## src/rtl/alu_uart_ctrl.sv

```systemverilog
// alu_uart_ctrl: collects operand A, operand B and an op code from a UART byte stream,
// drives an external ALU and sends the result byte back (plus an optional flag byte).
// Latency: op byte rx (cycle N) -> o_op_code N+1 -> result latched N+2 -> o_tx_start N+3.
// Backpressure: TX start waits for i_tx_busy low; rx bytes during execute/transmit are dropped.
//
// Ports:
//   clock, i_reset_n        single clock, asynchronous active-low reset
//   i_rx_data/i_rx_done     received byte and its one-cycle strobe
//   i_tx_busy               UART transmitter busy
//   i_alu_result/zero/carry combinational ALU outputs for the registered operands
//   o_data_a/o_data_b       registered ALU operands
//   o_op_code               registered ALU op code
//   o_tx_data/o_tx_start    byte to send, held stable until the transmitter finishes
//   o_busy                  high whenever a sequence is in progress
//   o_op_error/o_timeout    one-cycle abort pulses
//
// Optional feature: define ALU_UART_CTRL_FLAGS_EN to send a second byte
// {zeros, carry, zero} after each result byte.

module alu_uart_ctrl #(
    parameter int NB_DATA        = 8,
    parameter int NB_OP_CODE     = 6,
    parameter int TIMEOUT_CYCLES = 100000
) (
    input  logic                  clock,
    input  logic                  i_reset_n,
    input  logic [NB_DATA-1:0]    i_rx_data,
    input  logic                  i_rx_done,
    input  logic                  i_tx_busy,
    input  logic [NB_DATA-1:0]    i_alu_result,
    input  logic                  i_alu_zero,
    input  logic                  i_alu_carry,
    output logic [NB_DATA-1:0]    o_data_a,
    output logic [NB_DATA-1:0]    o_data_b,
    output logic [NB_OP_CODE-1:0] o_op_code,
    output logic [NB_DATA-1:0]    o_tx_data,
    output logic                  o_tx_start,
    output logic                  o_busy,
    output logic                  o_op_error,
    output logic                  o_timeout
);

    localparam logic [2:0] S_WAIT_A   = 3'd0;
    localparam logic [2:0] S_WAIT_B   = 3'd1;
    localparam logic [2:0] S_WAIT_OP  = 3'd2;
    localparam logic [2:0] S_EXEC     = 3'd3;
    localparam logic [2:0] S_TX_RES   = 3'd4;
    localparam logic [2:0] S_WAIT_TX  = 3'd5;
`ifdef ALU_UART_CTRL_FLAGS_EN
    localparam logic [2:0] S_TX_FLG   = 3'd6;
    localparam logic [2:0] S_WAIT_TX2 = 3'd7;
`endif

    localparam logic [NB_OP_CODE-1:0] OP_ADD = NB_OP_CODE'('h20);
    localparam logic [NB_OP_CODE-1:0] OP_SUB = NB_OP_CODE'('h22);
    localparam logic [NB_OP_CODE-1:0] OP_AND = NB_OP_CODE'('h24);
    localparam logic [NB_OP_CODE-1:0] OP_OR  = NB_OP_CODE'('h25);
    localparam logic [NB_OP_CODE-1:0] OP_XOR = NB_OP_CODE'('h26);
    localparam logic [NB_OP_CODE-1:0] OP_SRA = NB_OP_CODE'('h03);
    localparam logic [NB_OP_CODE-1:0] OP_SRL = NB_OP_CODE'('h02);
    localparam logic [NB_OP_CODE-1:0] OP_NOR = NB_OP_CODE'('h27);

    // Counter only needs to reach TIMEOUT_CYCLES-1: the expiry cycle itself
    // is the one where the counter already holds that value.
    localparam int               CNT_W    = (TIMEOUT_CYCLES > 1) ? $clog2(TIMEOUT_CYCLES) : 1;
    localparam logic [CNT_W-1:0] CNT_LAST = CNT_W'(TIMEOUT_CYCLES - 1);

    logic [2:0]       state;
    logic [CNT_W-1:0] tmo_cnt;
    logic [1:0]       flag_q;        // {carry, zero} captured with the result
    logic             tx_seen_busy;  // transmitter has picked up the current byte
    logic             op_ok;
    logic             tmo_hit;

    // Op byte is accepted only with all bits above the op field clear.
    always_comb begin
        op_ok = 1'b0;
        case (i_rx_data[NB_OP_CODE-1:0])
            OP_ADD, OP_SUB, OP_AND, OP_OR,
            OP_XOR, OP_SRA, OP_SRL, OP_NOR: op_ok = 1'b1;
            default:                        op_ok = 1'b0;
        endcase
        if ((i_rx_data >> NB_OP_CODE) != '0) begin
            op_ok = 1'b0;
        end
    end

    assign tmo_hit = (tmo_cnt == CNT_LAST);
    assign o_busy  = (state != S_WAIT_A);

`ifndef ALU_UART_CTRL_FLAGS_EN
    // Flags are captured in every build but only transmitted with the feature on.
    logic unused_flags;
    assign unused_flags = ^flag_q;
`endif

    always_ff @(posedge clock or negedge i_reset_n) begin
        if (!i_reset_n) begin
            state        <= S_WAIT_A;
            tmo_cnt      <= '0;
            flag_q       <= 2'b00;
            tx_seen_busy <= 1'b0;
            o_data_a     <= '0;
            o_data_b     <= '0;
            o_op_code    <= '0;
            o_tx_data    <= '0;
            o_tx_start   <= 1'b0;
            o_op_error   <= 1'b0;
            o_timeout    <= 1'b0;
        end else begin
            o_tx_start <= 1'b0;
            o_op_error <= 1'b0;
            o_timeout  <= 1'b0;

            case (state)
                S_WAIT_A: begin
                    if (i_rx_done) begin
                        o_data_a <= i_rx_data;
                        tmo_cnt  <= '0;
                        state    <= S_WAIT_B;
                    end
                end

                // A byte arriving on the expiry cycle is still accepted.
                S_WAIT_B: begin
                    if (i_rx_done) begin
                        o_data_b <= i_rx_data;
                        tmo_cnt  <= '0;
                        state    <= S_WAIT_OP;
                    end else if (tmo_hit) begin
                        o_timeout <= 1'b1;
                        tmo_cnt   <= '0;
                        state     <= S_WAIT_A;
                    end else begin
                        tmo_cnt <= tmo_cnt + CNT_W'(1);
                    end
                end

                S_WAIT_OP: begin
                    if (i_rx_done) begin
                        tmo_cnt <= '0;
                        if (op_ok) begin
                            o_op_code <= i_rx_data[NB_OP_CODE-1:0];
                            state     <= S_EXEC;
                        end else begin
                            o_op_error <= 1'b1;
                            state      <= S_WAIT_A;
                        end
                    end else if (tmo_hit) begin
                        o_timeout <= 1'b1;
                        tmo_cnt   <= '0;
                        state     <= S_WAIT_A;
                    end else begin
                        tmo_cnt <= tmo_cnt + CNT_W'(1);
                    end
                end

                // ALU has had one full cycle with the new op code.
                S_EXEC: begin
                    o_tx_data <= i_alu_result;
                    flag_q    <= {i_alu_carry, i_alu_zero};
                    state     <= S_TX_RES;
                end

                S_TX_RES: begin
                    if (!i_tx_busy) begin
                        o_tx_start   <= 1'b1;
                        tx_seen_busy <= 1'b0;
                        state        <= S_WAIT_TX;
                    end
                end

                // Done only after busy has been seen high and then low again.
                S_WAIT_TX: begin
                    if (i_tx_busy) begin
                        tx_seen_busy <= 1'b1;
                    end else if (tx_seen_busy) begin
`ifdef ALU_UART_CTRL_FLAGS_EN
                        state <= S_TX_FLG;
`else
                        state <= S_WAIT_A;
`endif
                    end
                end

`ifdef ALU_UART_CTRL_FLAGS_EN
                // Data and start change together so the byte is stable from the start pulse.
                S_TX_FLG: begin
                    if (!i_tx_busy) begin
                        o_tx_data    <= {{(NB_DATA-2){1'b0}}, flag_q};
                        o_tx_start   <= 1'b1;
                        tx_seen_busy <= 1'b0;
                        state        <= S_WAIT_TX2;
                    end
                end

                S_WAIT_TX2: begin
                    if (i_tx_busy) begin
                        tx_seen_busy <= 1'b1;
                    end else if (tx_seen_busy) begin
                        state <= S_WAIT_A;
                    end
                end
`endif

                default: state <= S_WAIT_A;
            endcase
        end
    end

endmodule
```

## config.mk

```make
export PLATFORM = sky130hd
export DESIGN_NAME = alu_uart_ctrl
export DESIGN_NICKNAME = d
export VERILOG_FILES = /design/src/rtl/alu_uart_ctrl.sv
export SDC_FILE = /design/constraint.sdc
export NUM_CORES = 1
export LEC_CHECK = 0
export ABC_AREA = 1
export CAP_MARGIN = 5
export CORE_UTILIZATION = 45
export CTS_CLUSTER_DIAMETER = 200
export DETAILED_ROUTE_END_ITERATION = 10
export PLACE_DENSITY = 0.75
export SYNTH_ARGS = -nofsm -noshare
export SYNTH_HDL_FRONTEND = slang
export SYNTH_SLANG_ARGS = --single-unit
```

## constraint.sdc

```tcl
create_clock -name clock -period 1.7 [get_ports clock]
set_input_delay 0.255 -clock clock [delete_from_list [all_inputs] [get_ports clock]]
set_output_delay 0.255 -clock clock [all_outputs]
set_load 0.01 [all_outputs]
```

# == Word-level counts from Yosys, hierarchy flattened ==
# Cells that the tools add are included.
# totals
reg_bits,54
latch_bits,0
ramBits,0
mem_bits_ro,0
output_inout_bits,34
mem_count,0
# op_classes
addsub,1
mul,0
div_mod_pow,0
order_cmp,0
eq_ne,19
shifts,0
mux,26
bitwise,0
reduce_logical,13
# ops
operator,n
$mux 17,3
$eq 6x6->1 const B,6
$pmux 17 s2,1
$mux 3,7
$pmux 3 s6,1
$add 17x1->17 const B,1
$eq 17x17->1 const B,1
$eq 6x2->1 const B,2
$mux 1,12
$ne 2x2->1 const B,5
$reduce_bool 8->1,1
$reduce_or 8->1,1
$eq 3x2->1 const B,2
$eq 3x3->1 const B,2
$reduce_and 2->1,3
$reduce_and 3->1,2
$reduce_and 4->1,1
$reduce_bool 2->1,2
$eq 3x1->1 const B,1
$logic_not 3->1,1
$reduce_bool 3->1,1
$mux 2,1
$pmux 1 s2,1
$reduce_or 2->1,1

# == Longest topological paths before layout ==
# Gate-level depths: netlist of run 1.
# logic_depth
word_depth,7
depth_mapped,10
ltp_nobuf,10

# == Least setup slack after synthesis of run 1 ==
# Ideal clock, no wire load.
# synth_timing
path_kind,flip-flop to flip-flop
from,reg tmo_cnt[0]
to,reg state[0]
t_arrival_ps,1297
required_time_ps,1584
slack_ps,287
stages_incl_launch_ff,11
n_path_buf,0
cell_sequence,dfrtp_1 -> ha_1 -> nand2_1 -> nor2_2 -> inv_1 -> nor2_2 -> nand2_1 -> nand2_1 -> nand3b_1 -> nand2_1 -> nand2_1
# synth_via
elab_chain_cells,4
word_cells_on_any_way,5
# synth_lines
element,line_no,source
start: declaration,69,logic [CNT_W-1:0] tmo_cnt;
start signal: assignment,135,tmo_cnt <= tmo_cnt + CNT_W'(1);
start signal: assignment,154,tmo_cnt <= tmo_cnt + CNT_W'(1);
$eq 17x17->1 (*),88,assign tmo_hit = (tmo_cnt == CNT_LAST);
$mux 3 (*),--,
"$mux 3, on equally long branches",--,
$pmux 3 s6 (*),--,
end signal: assignment,99,state <= S_WAIT_A;
end signal: assignment,120,state <= S_WAIT_B;
end signal: assignment,129,state <= S_WAIT_OP;
end: declaration,68,logic [2:0] state;
# Mark *: on every way between the ends. The rest lies on a longest branch, timed or not.
# A chain may end at the register's enable or synchronous reset.

# == Worst setup path after layout of run 1 ==
# layout_timing
from,reg state[1]
to,out o_busy
# layout_via
elab_chain_cells,1
# layout_lines
element,line_no,source
$reduce_bool 3->1,89,assign o_busy = (state != S_WAIT_A);
end: declaration,38,"output logic o_busy,"
# No other way between the ends.

==> out/metrics.yaml, run 1 <==
diodes: 0
fin_nets: 413
report.final.slew_viol_count: 0
final_common_cell: "sky130_fd_sc_hd__nand2_1"
groute.layer.met3.usage: 0.05930
row_cnt: 27
cell_internal_pwr_mw: 3.028
dp_hpwl_um: 4356
via_count: 2268
worst_pin_slew_ns: 0.4479
route.final.wire_length_um: 5873
post_synth_mux_area_share: 0
critPathCaptureType: "primary output"
tritoncts: "yes"
placed_cells_incl_taps: 452
synth_area_per_cell_um2: 8.146
worst-path-buf-inv: 1
setup_slack_ns: 0.1502
min_period_over_period: 0.9116
min-delay-path-class: "in2async"
post_route_cells_drive_above_1_share: 0.1151
ant_nets: 0
switchingPower_mw: 1.648
areaGrowthSynthToFinish_pct: 30.62
numClockSinks: 54
vias_in_the_first_global_route: 2189
die_w_um: 78.47
grt_setup_unrepaired: "false"
power_frac_comb: 0.411
commonest_cells_after_routing_fill_and_taps_aside: "sky130_fd_sc_hd__nand2_1 (96), sky130_fd_sc_hd__dfrtp_1 (53), sky130_fd_sc_hd__clkdlybuf4s50_1 (51)"
final_cell_count_without_fillers: 463
vias_per_cell: 4.898
wire_length_of_the_first_global_routing_pass_um: 9901
max_cap_viol_count: 0
power_frac_clock: 0.184
synth-simple-area-share: 0.3034
core-area_um2: 5574
dr.first_iter.drc_count: 174
global_route.usage.met2: 0.3377
timing.setup.critical_path_class: "reg2out"
critical_path.top_delay_family: "flip-flops"
synthDistinctLibCells: 29
synth_top_family_by_area: "simple AND/OR/NAND/NOR gates"
pin_count: 56
min_period_ns: 1.550
seqPwrFrac: 0.405
max-clock-path-buffers: 2
clock_skew_ns: 0.008766
finalWeightedCongestion: 0.9065
finalSetupViolCount: 0
globalRouteOverflowTotal: 0
clock_edge_transition_at_the_registers_on_the_reported_setup_and_hold_paths_ns: 0.10
synth.net_count: 346
run_status: "finished clean"
grt-busiest-layer: "met2"
floorplan.die_area_um2: 6157
yosys_register_bits: 54
pwr_dens_nw_per_um2: 1361
cp-start-kind: "flop"
slowest_delay_ns: 0.46
worstSkewPairLatency_ns: 0.31
pin_count_of_the_biggest_net_entering_global_routing: 39
cts-buffers-inserted: 5
top_area_cell_type_share_of_the_netlist_area: 0.5136
finish.utilization: 0.6166
slew_headroom: 0.7011
pleak_nw: 1.588
drt_pre_antenna_iters: 4
hold_violations: 0
timing.critical_path.fanout_max: 5
clockRootBuffer: "sky130_fd_sc_hd__clkbuf_8"
numPortBuffers: 53
synthAdderAreaFrac: 0.004755
grt.met1_usage: 0.2671
ys_warn_count: 0
timing.setup.tns_ns: 0
groute.usage.overall: 0.2081
dpl_worst_slack_ns: 0.07204
netlist_top_cells_area: "sky130_fd_sc_hd__dfrtp_1 (51%), sky130_fd_sc_hd__nand2_1 (14%), sky130_fd_sc_hd__o21ai_0 (5.7%), sky130_fd_sc_hd__inv_1 (5.3%), sky130_fd_sc_hd__nor2_1 (4.0%)"
netSwitchingFraction: 0.3524
synthesis.area_um2: 2631
ir_drop_mv: 0.8495
start_util: 0.4721
synth_cells: 323
synth_compound_area_frac: 0.08940
critical_path.cell_chain: "nor2_2, nand2_1, dlygate4sd2_1"
antenna_found_initial: 0
critical_path_slowest_stage_cell: "sky130_fd_sc_hd__dfrtp_2"
cts-htree-levels: 2
route.detailed.drc: 0
critical_path_arrival_ns: 1.29
post-synth-top-area-cell: "sky130_fd_sc_hd__dfrtp_1"
fmax_mhz: 645.3
die_y_um: 78.47
worst_ep_required_time_ns: 1.44
synth_xor_xnor_area_share: 0.02330
yosysSeqAreaShare: 0.5136
routedWlPerCell_um: 12.68
## kinds of logic (layout without fill, tap and decap cells)
group	Yosys count	after routing
AND/OR/NAND/NOR	175	175
XOR/XNOR	7	7
buffers and inverters	44	112
flip-flops	54	54
adder cells (fa/ha/maj)	1	1
AO/OA/AOI/OAI	42	42
## sequential cells by signal (all words and copies together) (netlist names)
name / count
o_data_a: 8
o_data_b: 8
o_op_code: 6
o_op_error: 1
o_timeout: 1
o_tx_data: 8
o_tx_start: 1
state: 3
tmo_cnt: 17
tx_seen_busy: 1
## cell type report
type	instances	area [µm²]
multi-input cells	225	1120
inverters	42	157.7
fillers	494	2137
clock inverters	2	37.54
flip-flops and latches	54	1353
clock buffers	6	72.57
repair buffers	62	606.8
well taps	72	90.09
## power by group through the flow
stage          sequential, mW  clock (mW)  combinational (mW)
5_1_grt                  1.94       0.934                2.13
6_report                 1.89       0.861                1.92
3_3_place_gp             1.91           0                1.86
4_1_cts                  1.90       0.884                1.91
3_5_place_dp             1.91           0                1.91
2_1_floorplan            2.03           0               0.808
## what timing repair did
item,CTS,global route
buffers inserted,0,2
hold endpoints to repair,16,0
gates cloned,0,0
pin swaps,0,1
gates resized for setup,2,4
setup endpoints to repair,1,12
hold buffers,1,0
## per-layer routing
metal,routed length [µm],part of all wire
met5,0,0
met4,85,0.014
met3,348,0.059
met2,2755,0.47
met1,2685,0.46
## path summary, 6_finish.rpt
kind	depth (start not counted)	slack (ns)	to	start
min in group clock	3	0.47	o_tx_data[1]$_DFFE_PN0N_	i_alu_result[1]
worst min register to register	2	0.49	o_data_b[6]$_DFFE_PN0P_	o_data_b[6]$_DFFE_PN0P_
worst max-delay path	3	0.15	o_busy	state[1]$_DFFE_PN0P_
max in group asynchronous	3	0.76	o_op_code[2]$_DFFE_PN0P_	i_reset_n
worst min-delay path	2	0.41	o_data_a[7]$_DFFE_PN0P_	i_reset_n
worst max register to register	7	0.19	tmo_cnt[13]$_DFFE_PN0P_	state[2]$_DFFE_PN0P_
## metrics by stage
step,cell area (µm²),power (mW),hold WS [ns]
2_1_floorplan,2631,2.838,-0.04059
3_3_place_gp,3289,3.769,0.1983
3_5_place_dp,3289,3.822,0.2094
4_1_cts,3410,4.694,0.4376
5_1_grt,3437,4.998,0.4761
6_report,3437,4.676,0.4121
## Yosys cell counts, drive strengths merged
cell,count
a21oi,5
a31oi,1
buf,1
clkbuf,1
clkinv,1
dfrtp,54
ha,1
inv,41
nand2,101
nand3,22
nand3b,2
nand4,5
nor2,35
nor3,9
nor4,1
o211ai,1
o21ai,31
o21bai,1
o22ai,3
xor2,7
## worst reg2reg max path, cell delays in order, from the launching register on
cell                      delay (ns)
sky130_fd_sc_hd__dfrtp_1        0.43
sky130_fd_sc_hd__inv_2          0.14
sky130_fd_sc_hd__nand3_2        0.17
sky130_fd_sc_hd__nand2_2        0.11
sky130_fd_sc_hd__nand2_2        0.07
sky130_fd_sc_hd__a21oi_4        0.30
sky130_fd_sc_hd__nand3_1        0.10
sky130_fd_sc_hd__o21ai_0        0.10
Note: power is estimated with default switching activity, not from simulation.
==> run 2: changes to the inputs <==
--- a/config.mk
+++ b/config.mk
@@ -11,6 +11,7 @@
 export CTS_CLUSTER_DIAMETER = 200
 export DETAILED_ROUTE_END_ITERATION = 10
 export PLACE_DENSITY = 0.75
+export SETUP_SLACK_MARGIN = 0.15
 export SYNTH_ARGS = -nofsm -noshare
 export SYNTH_HDL_FRONTEND = slang
 export SYNTH_SLANG_ARGS = --single-unit
==> run 2 against run 1 <==
  * Power grew 3.0%
  * Highest routed layer unchanged
  * Flip-flop and latch count did not move
  * Critical path type unchanged
  * Sequential share of layout area decreased by 0.88 points
  * Global-route usage grew 0.20 points
  * Combinational power is 8% higher
  * Clock-buffer cell count unchanged
  * Sequential power is essentially flat
  * Maximum frequency is 3.9% higher
  * Register-to-register slack gained 0.04 ns
==> out/metrics.yaml, run 2 (synthesis gave the netlist of run 1 again) <==
routedWlPerCell_um: 12.73
hold_violations: 0
numPortBuffers: 53
critPathCaptureType: "primary output"
numClockSinks: 54
drt_pre_antenna_iters: 4
cts-htree-levels: 2
fmax_mhz: 670.4
timing.setup.critical_path_class: "reg2out"
power_frac_clock: 0.179
vias_in_the_first_global_route: 2209
max_cap_viol_count: 0
min_period_ns: 1.492
worst_pin_slew_ns: 0.3937
netSwitchingFraction: 0.3509
vias_per_cell: 4.953
row_cnt: 27
slew_headroom: 0.7375
critical_path_arrival_ns: 1.24
cell_internal_pwr_mw: 3.126
dr.first_iter.drc_count: 146
critical_path.cell_chain: "clkdlybuf4s50_1"
tritoncts: "yes"
power_frac_comb: 0.432
clockRootBuffer: "sky130_fd_sc_hd__clkbuf_8"
via_count: 2323
timing.critical_path.fanout_max: 2
pleak_nw: 1.638
post_route_cells_drive_above_1_share: 0.1360
switchingPower_mw: 1.690
placed_cells_incl_taps: 452
fin_nets: 419
commonest_cells_after_routing_fill_and_taps_aside: "sky130_fd_sc_hd__nand2_1 (95), sky130_fd_sc_hd__dfrtp_1 (53), sky130_fd_sc_hd__clkdlybuf4s50_1 (51)"
largest_register_ff_count: 17
areaGrowthSynthToFinish_pct: 33.62
max-clock-path-buffers: 2
seqPwrFrac: 0.389
globalRouteOverflowTotal: 0
finish.utilization: 0.6308
largest-register: "tmo_cnt"
wire_length_of_the_first_global_routing_pass_um: 10010
run_status: "finished clean"
cts-buffers-inserted: 5
p_total_mw: 4.817
min-delay-path-class: "in2async"
final_cell_count_without_fillers: 469
report.final.slew_viol_count: 0
route.final.wire_length_um: 5971
final_common_cell: "sky130_fd_sc_hd__nand2_1"
grt_setup_unrepaired: "true"
timing.setup.tns_ns: 0
worstSkewPairLatency_ns: 0.31
pin_count_of_the_biggest_net_entering_global_routing: 39
antenna_found_initial: 0
clock_skew_ns: 0.008487
critical_path.top_delay_family: "buffers and inverters"
cp-start-kind: "flop"
clock_edge_transition_at_the_registers_on_the_reported_setup_and_hold_paths_ns: 0.10
pin_count: 56
holdWs_ns: 0.4132
worst-path-buf-inv: 1
pwr_dens_nw_per_um2: 1370
core-area_um2: 5574
route.detailed.drc: 0
floorplan.die_area_um2: 6157
slowest_delay_ns: 0.55
ant_nets: 0
ir_drop_mv: 0.8540
min_period_over_period: 0.8775
critical_path_slowest_stage_cell: "sky130_fd_sc_hd__clkdlybuf4s50_1"
dp_hpwl_um: 4356
start_util: 0.4721
die_y_um: 78.47
worst_ep_required_time_ns: 1.44
finalWeightedCongestion: 0.9065
groute.usage.overall: 0.2101
die_w_um: 78.47
finalSetupViolCount: 0
diodes: 0
[run 2: metrics by stage]
| step | cell area [µm²] | setup slack (ns) |
|---|---|---|
| 2_1_floorplan | 2631 | 0.2867 |
| 3_3_place_gp | 3289 | 0.1246 |
| 3_5_place_dp | 3289 | 0.07204 |
| 4_1_cts | 3457 | 0.1568 |
| 5_1_grt | 3516 | 0.1176 |
| 6_report | 3516 | 0.2083 |
[run 2: what timing repair did]
action | CTS | global route
pin swaps | 1 | 4
hold buffers | 1 | 0
endpoints found under the hold margin | 16 | 0
buffers inserted | 4 | 4
gates resized for setup | 3 | 11
setup endpoints to repair | 13 | 27
[run 2: path summary, 6_finish.rpt]
kind | start | to | slack, ns | cells after the start
max | o_data_b[1]$_DFFE_PN0P_ | o_data_b[1] | 0.21 | 1
min | i_reset_n | o_data_a[7]$_DFFE_PN0P_ | 0.41 | 2
max reg2reg | state[1]$_DFFE_PN0P_ | tmo_cnt[2]$_DFFE_PN0P_ | 0.23 | 8
min reg2reg | o_data_b[6]$_DFFE_PN0P_ | o_data_b[6]$_DFFE_PN0P_ | 0.49 | 2
max in group asynchronous | i_reset_n | o_op_code[2]$_DFFE_PN0P_ | 0.75 | 3
min in group clock | i_alu_result[1] | o_tx_data[1]$_DFFE_PN0N_ | 0.47 | 3
[run 2: power groups by stage]
stage          Combinational [mW]  Clock (mW)  Sequential [mW]
6_report                     2.08       0.861             1.88
2_1_floorplan               0.808           0             2.03
3_3_place_gp                 1.86           0             1.91
4_1_cts                      2.01       0.884             1.88
5_1_grt                      2.30       0.934             1.91
3_5_place_dp                 1.91           0             1.91
[run 2: layout make-up]
class / instances / area, µm²
clock buffer: 6 / 72.57
clock inverter: 2 / 37.54
fill: 486 / 2058
inverter: 42 / 163.9
multi-input combinational: 225 / 1134
sequential: 54 / 1353
tap: 72 / 90.09
timing repair buffer: 68 / 665.6
[run 2: metal layers]
layer | up-vias | track usage | routed length, µm
met1 | 1066 | 0.2693 | 2627
met2 | 78 | 0.3421 | 2801
met4 | 0 | 0.06852 | 91
li1 | 1170 | - | -
met3 | 9 | 0.05930 | 452
met5 | - | 0 | 0
==> RTL edit 1, RTL diff (flow settings as in run 1) <==
The parameter `NB_OP_CODE` goes from 6 to 3.
--- a/src/rtl/alu_uart_ctrl.sv
+++ b/src/rtl/alu_uart_ctrl.sv
@@ -19,7 +19,7 @@
 
 module alu_uart_ctrl #(
     parameter int NB_DATA        = 8,
-    parameter int NB_OP_CODE     = 6,
+    parameter int NB_OP_CODE     = 3,
     parameter int TIMEOUT_CYCLES = 100000
 ) (
     input  logic                  clock,
Ports: changed (resized o_op_code); port bits go from 56 to 53. No check against the original RTL was run, so the function may have changed too.
==> RTL edit 1 against run 1 <==
- sequential power fell by 5%
- total power fell by 6.4%
- sequential cell count fell by 3
- global-route usage fell by 0.47 points
- die area fell by 8.0%
- design area fell by 8.2%
- first-iteration DRC count fell by 37%
- maximum frequency fell by 1.7%
- worst setup slack got worse by 0.026 ns
- count of clock-buffer cells in the layout fell by 1
- clock skew rose by 0.0037 ns
- wire length fell by 9.0%
- final cell count fell by 11%
- critical endpoint unchanged
- synthesized area fell by 8.2%
==> RTL edit 1: results (changes against run 1) <==
* Sw frac at 34.9% (-0.37 points)
* Clk_skew at 0.0125 ns (+0.00369 ns)
* Worst slew margin at 68.2% (-1.9 points)
* P_leak at 1.39 nW (-13%)
* Seq/Total Area, Yosys at 52.8% (+1.5 points)
* Post-synthesis mux area share at 5.59% (+5.6 points)
* Synth Area in Compound Gates at 8.13% (-0.81 points)
* Vias in the first global route at 1,928 (-12%)
* Critical Path AT at 1.32 ns (+0.03 ns)
* Post-Syn Nets at 298 (-14%)
* Post-synth top area share at 52.8% (+1.5 points)
* Total Wirelength at 5.34 mm (-9.0%)
* M1 WL at 2.43 mm (-9.6%)
* Post-synth cell types at 27 (-6.9%)
* Hpwl dp at 3.96 mm (-9.2%)
* Final WS setup at 0.124 ns (-0.0262 ns)
* Metal3 WL at 193 um (-45%)
* Number of nets in the finished design at 364 (-12%)
* XOR/XNOR Fraction of Synth Area at 3.26% (+0.93 points)
* Met2 wire length at 2.67 mm (-3.0%)
* Met3 usage at 4.82% (-1.1 points)
* Max IR drop VDD at 0.855 mV (+0.59%)
* Area growth syn-to-layout at 30.7% (about the same)
* Top post-synthesis cells by area: dfrtp_1 (53%), nand2_1 (11%), mux2_2 (5.6%)
* WHS at 0.433 ns (+0.0214 ns)
* Status: finished, final reports clean
* M2 GR Usage at 33.1% (-0.64 points)
* Cells after Synth at 275 (-15%)
* Fin cells at 411 (-11%)
* Most frequent cells after synthesis: nand2_1 (72), dfrtp_1 (51), nor2_1 (30), inv_1 (23), nand3_1 (21)
* Number of vias per cell at 4.99 (+1.9%)
[RTL edit 1: cell types whose count changed in the layout (fill, tap and decap cells not counted), moves of 4 or more]
cell / run 1 / this run
nand2_1: 96 / 71
inv_1: 36 / 23
nor3_1: 7 / 2
o21a_1: 0 / 4
nand3_1: 16 / 21
mux2_2: 0 / 12
buf_4: 7 / 11
o21ai_1: 1 / 11
o21ai_0: 30 / 11
[RTL edit 1: power by group through the flow]
| stage | Clock (mW) | Sequential [mW] | Combinational [mW] |
|---|---|---|---|
| CTS | 0.697 | 1.78 | 1.91 |
| detailed placement | 0 | 1.80 | 1.91 |
| finish | 0.677 | 1.79 | 1.92 |
| global route | 0.751 | 1.83 | 2.10 |
| floorplan | 0 | 1.93 | 0.800 |
| global placement | 0 | 1.79 | 1.87 |
[RTL edit 1: final cells by class]
cell class,instances,area share (%)
clock inverters,2,0.436
well taps,70,2.77
clock buffers,5,2.18
repair buffers,62,18.6
multi-input cells,194,32.4
flip-flops and latches,51,40.4
inverters,27,3.21
==> RTL edit 2, RTL diff (config.mk and constraints of run 1) <==
Without the edit above. Register the output `o_data_b` once more; this adds one clock of latency there. The other outputs are not delayed to match. Comments in the files are not updated.
--- a/src/rtl/alu_uart_ctrl.sv
+++ b/src/rtl/alu_uart_ctrl.sv
@@ -65,6 +65,8 @@
     localparam int               CNT_W    = (TIMEOUT_CYCLES > 1) ? $clog2(TIMEOUT_CYCLES) : 1;
     localparam logic [CNT_W-1:0] CNT_LAST = CNT_W'(TIMEOUT_CYCLES - 1);
 
+    logic [NB_DATA-1:0] o_data_b_s0;
+
     logic [2:0]       state;
     logic [CNT_W-1:0] tmo_cnt;
     logic [1:0]       flag_q;        // {carry, zero} captured with the result
@@ -101,7 +103,7 @@
             flag_q       <= 2'b00;
             tx_seen_busy <= 1'b0;
             o_data_a     <= '0;
-            o_data_b     <= '0;
+            o_data_b_s0  <= '0;
             o_op_code    <= '0;
             o_tx_data    <= '0;
             o_tx_start   <= 1'b0;
@@ -124,7 +126,7 @@
                 // A byte arriving on the expiry cycle is still accepted.
                 S_WAIT_B: begin
                     if (i_rx_done) begin
-                        o_data_b <= i_rx_data;
+                        o_data_b_s0 <= i_rx_data;
                         tmo_cnt  <= '0;
                         state    <= S_WAIT_OP;
                     end else if (tmo_hit) begin
@@ -208,4 +210,8 @@
         end
     end
 
+    always_ff @(posedge clock) begin
+        o_data_b <= o_data_b_s0;
+    end
+
 endmodule
Function: changed (a bounded check fails within 4 cycles, from zero or initial values and one cycle with i_reset_n low).
==> RTL edit 2 against run 1 <==
- sequential share of layout area is 1.2 points higher
- total power is 18% higher
- sequential cell count grew 8
- synthesized cell count increased by 4.6%
- design area rose by 8.5%
- hold slack got worse by 0.042 ns
- worst setup slack improved by 0.027 ns
- count of clock-buffer cells in the layout increased by 4
- synthesized area grew 7.0%
- die area up 6.8%
- wire length grew 2.5%
- largest cell class unchanged
- largest power group is now registers
==> RTL edit 2: results (changes against run 1) <==
* Status: finished, final reports clean
* Pre-CTS setup slack at 0.0779 ns (+0.00586 ns)
* Post-Syn Nets at 361 (+4.3%)
* H-tree depth at 3 (+1)
* Post-synth cell types at 29 (unchanged)
* Total Wirelength at 6.02 mm (+2.5%)
* Top post-synthesis cells by area: dfrtp_1 (48%), nand2_1 (14%), dfxtp_1 (5.7%)
* CP delay by family, top: simple AND/OR/NAND/NOR gates
* Hpwl dp at 4.34 mm (-0.26%)
* Max Root-Sink Buffers at 2 (unchanged)
* Drt initial violations at 110 (-37%)
* CP Max Fanout at 4 (-1)
* GR Util All Layers at 20.6% (-0.22 points)
* Cells after Synth at 338 (+4.6%)
* Layout cells sized above 1 at 12.7% (+1.2 points)
* Number of vias per cell at 4.83 (-1.4%)
* Placed standard-cell area at 0.00349 mm^2 (+6.0%)
* Largest Register: tmo_cnt
* Area leader, netlist: dfrtp_1
* Total of max-cap violations at 0 (unchanged)
* Hold crit path type: register to register
* Seq/Total Area, Yosys at 53.7% (+2.3 points)
* Max IR drop VDD at 0.888 mV (+4.5%)
* Slowest stage delay, CP at 0.37 ns (-0.09 ns)
* Critical Path AT at 1.76 ns (+0.47 ns)
* Inst Count DP at 472 (+4.4%)
* Largest net degree at the start of global routing at 30 (-23%)
* Slowest-stage cell, CP: dfrtp_1
* PortBufs at 53 (unchanged)
* GP Congestion at 0.914 (+0.78%)
* Vias at 2,376 (+4.8%)
* Number of nets in the finished design at 435 (+5.3%)
* Ys Warns at 0 (unchanged)
* Clock input transition at the sequential cells of the worst setup and hold paths at 0.07 ns (-0.03 ns)
* Pre-antenna DRT Iters at 4 (unchanged)
* Clock insertion delay at the later pin of the skew report at 0.34 ns (+0.03 ns)
* P_leak at 1.78 nW (+12%)
* Vias in the first global route at 2,208 (+0.87%)
* Clk_skew at 0.00411 ns (-0.00465 ns)
* Global-route wire length before repair at 10.1 mm (+2.4%)
* Clock root cell: clkbuf_8
* Most frequent cells after synthesis: nand2_1 (105), dfrtp_1 (54), nor2_1 (40), inv_1 (36), nand3_1 (21)
* # diodes at 0 (unchanged)
* Pint at 3.62 mW (+20%)
* Worst slew margin at 74.3% (+4.2 points)
* CTS buffer count at 9 (+4)
* Post-synth ARST share at 87.1% (-13 points)
* Max reg flops at 17 (unchanged)
## RTL edit 2: repair_timing
item / in CTS / in global routing
buffers inserted: 2 / 1
resized for setup: 3 / 0
hold endpoints to repair: 15 / 0
pin swaps: 0 / 1
gates cloned: 0 / 0
endpoints found under the setup margin: 1 / 7
hold buffers: 1 / 0
## RTL edit 2: path summary, 6_finish.rpt
kind	from	endpoint	slack (ns)	depth (start not counted)
max in group asynchronous	i_reset_n	state[1]	0.80	3
min in group asynchronous	i_reset_n	tx_seen_busy	0.41	2
max	tmo_cnt[1]	tmo_cnt[16]	0.18	8
min	o_data_b_s0[1]	o_data_b[1]	0.37	0
min reg2reg	o_data_b_s0[1]	o_data_b[1]	0.37	0
max reg2reg	tmo_cnt[1]	tmo_cnt[16]	0.18	8
## RTL edit 2: final cells by class
type                            instances  area, um^2
Multi-Input combinational cell        232        1120
Fill cell                             519        2260
Clock buffer                           10         138
Inverter                               41         156
Timing Repair Buffer                   66         637
Sequential cell                        62        1510
Tap cell                               75        93.8
Clock inverter                          6        70.1
## RTL edit 2: power by group through the flow
stage                     Sequential, mW  Combinational (mW)  Clock, mW
after CTS                           2.17                2.02       1.37
after floorplan                     2.32               0.893          0
after global routing                2.21                2.23       1.43
after global placement              2.19                1.92          0
after detailed placement            2.21                1.96          0
final                               2.16                2.01       1.35
## RTL edit 2: logic make-up after synthesis
family / synth area share [%]
simple gates: 29.6
flops: 53.7
buf+inv: 6.44
compound gates: 8.18
xor+xnor: 1.24
mux: 0.400
fa+ha+maj: 0.444
## RTL edit 2: routing by layer
metal,wire length [um],GRT usage [%],vias to the layer above
met5,0,0,-
met4,71,9.64,0
met3,327,5.62,5
met2,2910,32.8,53
met1,2720,26.0,1106
li1,-,-,1212
